--- src/rtl/kb_blink_multi.sv ---
// Multi-channel LED blinker: each channel is off, steady, square-wave blink or
// repeating burst. Channels keep independent phase counters.
module kb_blink_multi #(
  parameter int CHANNELS    = 4,
  parameter int HALF_PERIOD = 8388608,
  parameter int BURST_LEN   = 3,
  parameter int GAP_HALVES  = 4,
  parameter int CNT_W       = $clog2(HALF_PERIOD)
) (
  input  logic                  clk,
  input  logic                  rst,
  input  logic [CHANNELS-1:0]   en,
  input  logic [2*CHANNELS-1:0] mode,
  output logic [CHANNELS-1:0]   out,
  output logic [CHANNELS-1:0]   burst_done
);

  localparam int PW = $clog2(BURST_LEN + 1);
  localparam int HW = $clog2(GAP_HALVES + 1);

  localparam logic [CNT_W-1:0] CNT_LAST   = CNT_W'(HALF_PERIOD - 1);
  localparam logic [PW-1:0]    PULSE_LAST = PW'(BURST_LEN - 1);
  localparam logic [HW-1:0]    HALF_LAST  = HW'(GAP_HALVES - 1);

  typedef enum logic [2:0] {IDLE, STEADY, ON, OFF, GAP} state_t;

  for (genvar g = 0; g < CHANNELS; g++) begin : g_ch
    state_t           state, state_n;
    logic [CNT_W-1:0] cnt, cnt_n;
    logic [PW-1:0]    pulse_idx, pulse_idx_n;
    logic [HW-1:0]    half, half_n;
    logic             out_q, out_n;
    logic             done_q, done_n;
    logic             active, active_q;
    logic [1:0]       mode_i, mode_q;
    logic             restart, phase_end;

    assign mode_i    = mode[2*g +: 2];
    assign active    = en[g] & (mode_i != 2'b00);
    assign restart   = active & (~active_q | (mode_i != mode_q));
    assign phase_end = (cnt == CNT_LAST);

    always_ff @(posedge clk or posedge rst) begin
      if (rst) begin
        state     <= IDLE;
        cnt       <= '0;
        pulse_idx <= '0;
        half      <= '0;
        out_q     <= 1'b0;
        done_q    <= 1'b0;
        active_q  <= 1'b0;
        mode_q    <= 2'b00;
      end else begin
        state     <= state_n;
        cnt       <= cnt_n;
        pulse_idx <= pulse_idx_n;
        half      <= half_n;
        out_q     <= out_n;
        done_q    <= done_n;
        active_q  <= active;
        mode_q    <= mode_i;
      end
    end

    // Priority: inactive, then restart, then the per-state phase logic.
    always_comb begin
      state_n     = state;
      cnt_n       = cnt;
      pulse_idx_n = pulse_idx;
      half_n      = half;
      out_n       = out_q;
      done_n      = 1'b0;
      if (!active) begin
        state_n     = IDLE;
        cnt_n       = '0;
        pulse_idx_n = '0;
        half_n      = '0;
        out_n       = 1'b0;
      end else if (restart) begin
        state_n     = (mode_i == 2'b01) ? STEADY : ON;
        cnt_n       = '0;
        pulse_idx_n = '0;
        half_n      = '0;
        out_n       = 1'b1;
      end else begin
        case (state)
          STEADY: out_n = 1'b1;
          ON: begin
            cnt_n = cnt + CNT_W'(1);
            if (phase_end) begin
              cnt_n = '0;
              out_n = 1'b0;
              if (mode_i == 2'b11 && pulse_idx == PULSE_LAST) begin
                state_n = GAP;
                half_n  = '0;
                done_n  = 1'b1;
              end else begin
                state_n = OFF;
                if (mode_i == 2'b11) pulse_idx_n = pulse_idx + PW'(1);
              end
            end
          end
          OFF: begin
            cnt_n = cnt + CNT_W'(1);
            if (phase_end) begin
              cnt_n   = '0;
              state_n = ON;
              out_n   = 1'b1;
            end
          end
          GAP: begin
            // The gap counts whole half-periods so cnt never needs to exceed HALF_PERIOD.
            cnt_n = cnt + CNT_W'(1);
            if (phase_end) begin
              cnt_n = '0;
              if (half == HALF_LAST) begin
                state_n     = ON;
                out_n       = 1'b1;
                pulse_idx_n = '0;
                half_n      = '0;
              end else begin
                half_n = half + HW'(1);
              end
            end
          end
          default: begin
            state_n = IDLE;
            out_n   = 1'b0;
          end
        endcase
      end
    end

    assign out[g]        = out_q;
    assign burst_done[g] = done_q;
  end

endmodule

--- config.mk ---
export PLATFORM = sky130hd
export DESIGN_NAME = kb_blink_multi
export DESIGN_NICKNAME = d
export VERILOG_FILES = /design/src/rtl/kb_blink_multi.sv
export SDC_FILE = /design/constraint.sdc
export NUM_CORES = 1
export LEC_CHECK = 0
export ABC_CLOCK_PERIOD_IN_PS = 6350
export CAP_MARGIN = 0
export CORE_ASPECT_RATIO = 1.25
export CORE_MARGIN = 5
export CORE_UTILIZATION = 30
export CTS_BUF_LIST = sky130_fd_sc_hd__clkbuf_8
export DETAILED_ROUTE_END_ITERATION = 10
export GPL_TIMING_DRIVEN = 0
export PLACE_DENSITY = 0.46
export SYNTH_ARGS = -nofsm -noshare
export SYNTH_HDL_FRONTEND = slang
export SYNTH_SLANG_ARGS = --single-unit
--- constraint.sdc ---
create_clock -name clk -period 6.35 [get_ports clk]
set_clock_uncertainty 0.15 [all_clocks]
set_input_delay 1.27 -clock clk [delete_from_list [all_inputs] [get_ports clk]]
set_output_delay 1.27 -clock clk [all_outputs]
set_load 0.005 [all_outputs]
; ---- After elaboration in Yosys (flattened, before gate mapping)
; Cells that the tools add are included.
[word_totals]
reg_bits = 144
wordCells = 328
input_bits = 14
out_inout_bits = 8
[op_classes]
n_reduce_logical = 28
n_mux = 160
n_eq_ne = 80
add_sub_neg = 12
bitwise_logic = 16
[ops]
columns = cell, count
row1 = 23-bit 2-to-1 mux, 16
row2 = 3-bit 2-to-1 mux, 52
row3 = "4-bit != test, second input constant", 28
row4 = "23-bit by 1-bit adder with 23-bit output, second input constant", 4
row5 = "23-bit equality test, second input constant", 4
row6 = 2-bit 2-to-1 mux, 32
row7 = 3-bit case mux with 4 select lines, 4
row8 = 1-bit 2-to-1 mux, 44
row9 = "3-bit by 2-bit equality test with 1-bit output, second input constant", 12
row10 = 4-bit AND reduction, 8
row11 = 3-bit case mux with 2 select lines, 4
row12 = 6-bit AND reduction, 4
row13 = 5-bit AND reduction, 4
row14 = "2-bit equality test, second input constant", 8
row15 = "4-bit by 1-bit != test with 1-bit output, second input constant", 4
row16 = 1-bit case mux with 4 select lines, 4
row17 = 2-bit case mux with 2 select lines, 4
row18 = "3-bit by 1-bit adder with 3-bit output, second input constant", 4
row19 = "3-bit by 1-bit equality test with 1-bit output, second input constant", 4
row20 = "3-bit equality test, second input constant", 4
row21 = "3-bit by 2-bit != test with 1-bit output, second input constant", 4
row22 = "3-bit != test, second input constant", 4
row23 = 3-bit OR reduction, 4
row24 = "2-bit by 1-bit adder with 2-bit output, second input constant", 4
row25 = other kinds (7), 32

; ---- Longest topological paths before layout
[logic_depth]
word_depth = 7
mapped_depth = 8
ltp_nobuf = 7

; ---- Least setup slack after synthesis
; OpenSTA, ideal clock, no wires.
[synth_path]
kind = input port to flip-flop
start = input mode[3]
end = register g_ch[1].cnt[19]
stages = 7
arrival_time_ps = 2771
required_ps = 6123
setup_ps = 77
path_slack_ps = 3352
path_buffers = 2
path_cell_list = buf_4 -> and4bb_1 -> a32oi_2 -> o211ai_2 -> buf_6 -> or4_1 -> a21oi_1
[synth_via]
elab_chain_cells = 5
elab_cells_between_ends = 8
cone_classes = 2 x eq/ne / 2 x mux / 3 x bitwise / 1 x reduce/logical
[synth_lines]
columns = element, line_no
row1 = "start, declared", 13  ; input logic [2*CHANNELS-1:0] mode,
row2 = 2-bit != test / 2-bit nonzero test (equally long branches), "40, 39"
row3 = 1-bit bitwise OR / 1-bit bitwise AND (equally long branches), "40, 39"
row4 = 1-bit bitwise AND, 40  ; assign restart = active & (~active_q | (mode_i != mode_q));
row5 = 23-bit 2-to-1 mux, 79  ; end else if (restart) begin
row6 = 23-bit 2-to-1 mux, 73  ; if (!active) begin
row7 = "end signal, assigned", 55  ; cnt <= cnt_n;
row8 = "end, declared", 29  ; logic [CNT_W-1:0] cnt, cnt_n;
; Several ways; a longest one is shown, not always the timed one.
; A chain may end at the register's enable or synchronous reset.

; ---- Worst setup path after layout
[layout_path]
start = input mode[7]
end = register g_ch[3].cnt[5]
[layout_via]
elab_chain_cells = 5
elab_cells_between_ends = 8
cone_classes = 2 x eq/ne / 2 x mux / 3 x bitwise / 1 x reduce/logical
[layout_lines]
columns = element, line_no
row1 = 2-bit != test / 2-bit nonzero test (equally long branches), "40, 39"
row2 = 1-bit bitwise OR / 1-bit bitwise AND (equally long branches), "40, 39"
row3 = 1-bit bitwise AND, 40
row4 = 23-bit 2-to-1 mux, 79
row5 = 23-bit 2-to-1 mux, 73
row6 = "end signal, assigned", 55
row7 = "end, declared", 29
; Several ways; a longest one is shown, not always the timed one.

==> flow_summary.yaml <==
critical_path:
  crit_chain: "clkdlybuf4s50_1 -> clkbuf_1 -> nor4bb_1 -> a31oi_2 -> nor2_1 -> o21ai_1 -> buf_2 -> nor2_1"
  worstPathArrival_ps: 3780
  critical_path.max_stage_delay_ps: 490
  path_max_fanout: 10
  r2r-start: "g_ch[3].cnt[0]"
  ff2ff_path_depth: 7
  critPathLaunch: "mode[7]"
  cpMostUsedCell: "nor2_1"
  start_kind: "input port"
  crit_path_end_kind: "flip-flop"
  reg2reg_to: "g_ch[3].cnt[5]"
  r2r_slack_ps: 3650
  cp_slowest_cell: "a31oi_2"
  crit_buf_inv: 3
  cp-endpoint: "g_ch[3].cnt[5]"
  path_depth: 8
  path_class: "input port to flip-flop"
  critPathRequiredTime_ps: 6530
  critical_path.top_delay_family: "buffers and inverters"
place:
  globalplace.congestion: 0.7658
  dpl-instance-area_mm2: 0.008881
  detailed_place_hpwl_mm: 13.55
  io_buffers: 21
detailed_routing:
  drt_iter0_markers: 396
  ant_nets: 0
  avgViaCountPerCell: 5.308
  firstDrtPassIters: 4
  vias: 6831
  drc: 0
  routed_wl_mm: 19.60
  wl_per_cell_um: 15.23
final_layout:
  design_area_mm2: 0.009260
  multiInputGateArea_mm2: 0.004294
  area_growth_pct: 12.87
  nFillCells: 2821
  nets: 957
  regArea_mm2: 0.003603
  n_antenna_cell: 0
  drive_gt1_share_pct: 8.386
timing:
  final-setup-viol-count: 0
  hold_viol: 0
  grt_setup_unrepaired: "no"
  max_freq_mhz: 277.6
  slew_headroom_pct: 47.55
  worst_pin_slew_ps: 780.2
  finalCritPeriodShare_pct: 56.73
  slew_violations: 0
  finalCriticalPeriod_ps: 3603
power_and_ir_drop:
  p_sw_uw: 455.0
  ir_drop_v: 0.00009764
  seq_power_share_pct: 52.4
  cellInternalPower_uw: 1331
  clock_power_share_pct: 40.8
  switching_share_pct: 25.48
  pwr-share-comb_pct: 6.7
  powerDensity_mw_per_mm2: 192.8
  leakage_uw: 0.003458
  power_uw: 1786
clock_network:
  clk_latency_ps: 450
  cts_setup_buffers: 0
  htree_levels: 4
  cts_resized: 0
  postCtsHoldBufs: 0
  clock-sinks: 144
  clockRootBuffer: "clkbuf_8"
  cts_buffers: 17
  clk_pin_slew_ps: 80
  cts_buffer_depth: 2
  tritoncts: "yes"
floorplanning:
  die_x_um: 157.9
  fp-row-count: 67
  die_area_mm2: 0.03078
  core_area_mm2: 0.02691
  ioPinCount: 22
  die_h_um: 194.9
  initial_core_util_pct: 30.49
logic_synthesis:
  post-synth-top-count-cell: "dfrtp_1"
  synth_cells: 890
  yosys-top-cells-count: "144 x dfrtp_1, 73 x nor2_1, 71 x nand2_1"
  synth_fp_nets: 916
  synth_top_family_by_area: "simple AND/OR/NAND/NOR gates"
  synthSimpleGateAreaFrac_pct: 26.12
  yosysTopAreaCell: "dfrtp_1"
  synthesis.area_mm2: 0.008204
  synth_cell_type_count: 75
  synthFlopType: "dfrtp_1"
  ys_seq_area_share_pct: 43.92
  synth-compound-area-share_pct: 17.94
  ys.warnings.count: 0
  muxShareOfSynthArea_pct: 1.647
  ys_async_sr_fraction_pct: 100.0
  synthAdderAreaFrac_pct: 1.830
  syn_area_per_cell_um2: 9.218
  ys_ff_latch: 144
  ys_top_cells_by_area: "dfrtp_1 44%, a21oi_1 4.3%, nor2_1 3.3%, nand2_1 3.2%, o21ai_0 3.2%"
  synth_xor_area_share_pct: 4.804
  synth_edf_count: 0
  yosysTopAreaCellShare_pct: 43.92
global_route:
  track_usage_pct: 13.25
  antenna_found_initial: 0
  grt_max_degree: 121
  grt_pass1_wl_mm: 33.94
  overflow: 0
  grt_pass1_vias: 6981
run:
  drv_cap: 0
status:
  status: "completed"
min_path:
  min_path_type: "flip-flop to flip-flop"
-- cells by family (layout without fill, tap and decap cells) --
| kind of cell | Yosys count | count (layout) |
|---|---|---|
| fa+ha+maj | 12 | 12 |
| simple gates | 381 | 381 |
| mux | 13 | 13 |
| buf+inv | 66 | 118 |
| compound gates | 229 | 229 |
| flops | 144 | 144 |
| xor+xnor | 45 | 45 |
-- placed cells by master (no fill, tap or decap), types with 22 or more instances in the layout --
cell       n
nor2_1    73
o21ai_0   53
inv_1     22
or4_1     22
or3_1     31
nand2_1   71
a21oi_1   70
nand3_1   40
nand4_1   25
xor2_1    29
dfrtp_1  144
-- through the flow --
stage	setup slack [ps]	utilization [%]	std cells	setup TNS (ps)	hold slack [ps]
global placement	-1601	32.87	1256	-228260	331.8
global route	2554	34.41	1287	0	360.9
floorplan	1064	-	890	0	307.1
detailed placement	2213	33.00	1257	0	335.9
finish	2747	34.41	1287	0	341.1
CTS	2671	34.41	1287	0	349.6
-- power by group through the flow --
stage | Clock [µW] | Sequential [µW] | Combinational [µW]
final | 729 | 937 | 120
after global routing | 795 | 938 | 136
after CTS | 763 | 937 | 124
after detailed placement | 0 | 955 | 123
after global placement | 0 | 955 | 121
after floorplan | 0 | 952 | 78.8
-- metal layers --
layer	vias to the layer above	share of wire, %	track usage (%)	wire [µm]
met2	75	50	22.83	9768
met4	0	1.4	4.399	281
met3	26	2.4	2.447	466
met5	-	0	0	0
li1	3383	-	-	-
met1	3347	46	16.54	9082
-- worst min-delay path by stage --
| stage | slack [ps] | to | start | cells past startpoint |
|---|---|---|---|---|
| 2_1_floorplan | 310 | g_ch[0].pulse_idx[0] | g_ch[0].pulse_idx[0] | 1 |
| 3_3_place_gp | 330 | g_ch[3].half[2] | g_ch[3].half[2] | 2 |
| 3_5_place_dp | 340 | g_ch[3].half[2] | g_ch[3].half[2] | 2 |
| 4_1_cts | 350 | g_ch[3].half[2] | g_ch[3].half[2] | 2 |
| 5_1_grt | 360 | g_ch[0].pulse_idx[0] | g_ch[0].pulse_idx[0] | 1 |
| 6_report | 340 | g_ch[0].pulse_idx[0] | g_ch[0].pulse_idx[0] | 1 |
-- state kept, by name (all words and copies together) (netlist names) --
name            cells
g_ch.state         12
g_ch.active_q       4
g_ch.half          12
g_ch.cnt           92
g_ch.out_q          4
g_ch.pulse_idx      8
g_ch.mode_q         8
g_ch.done_q         4
-- layout make-up --
class,count,area share [%]
Sequential cell,144,38.91
Clock buffer,19,2.824
Tap cell,345,4.662
Clock inverter,11,1.270
Timing Repair Buffer,22,2.567
Inverter,22,0.9728
Buffer,44,2.419
Multi-Input combinational cell,680,46.37
Note: power is estimated with default switching activity, not from simulation.
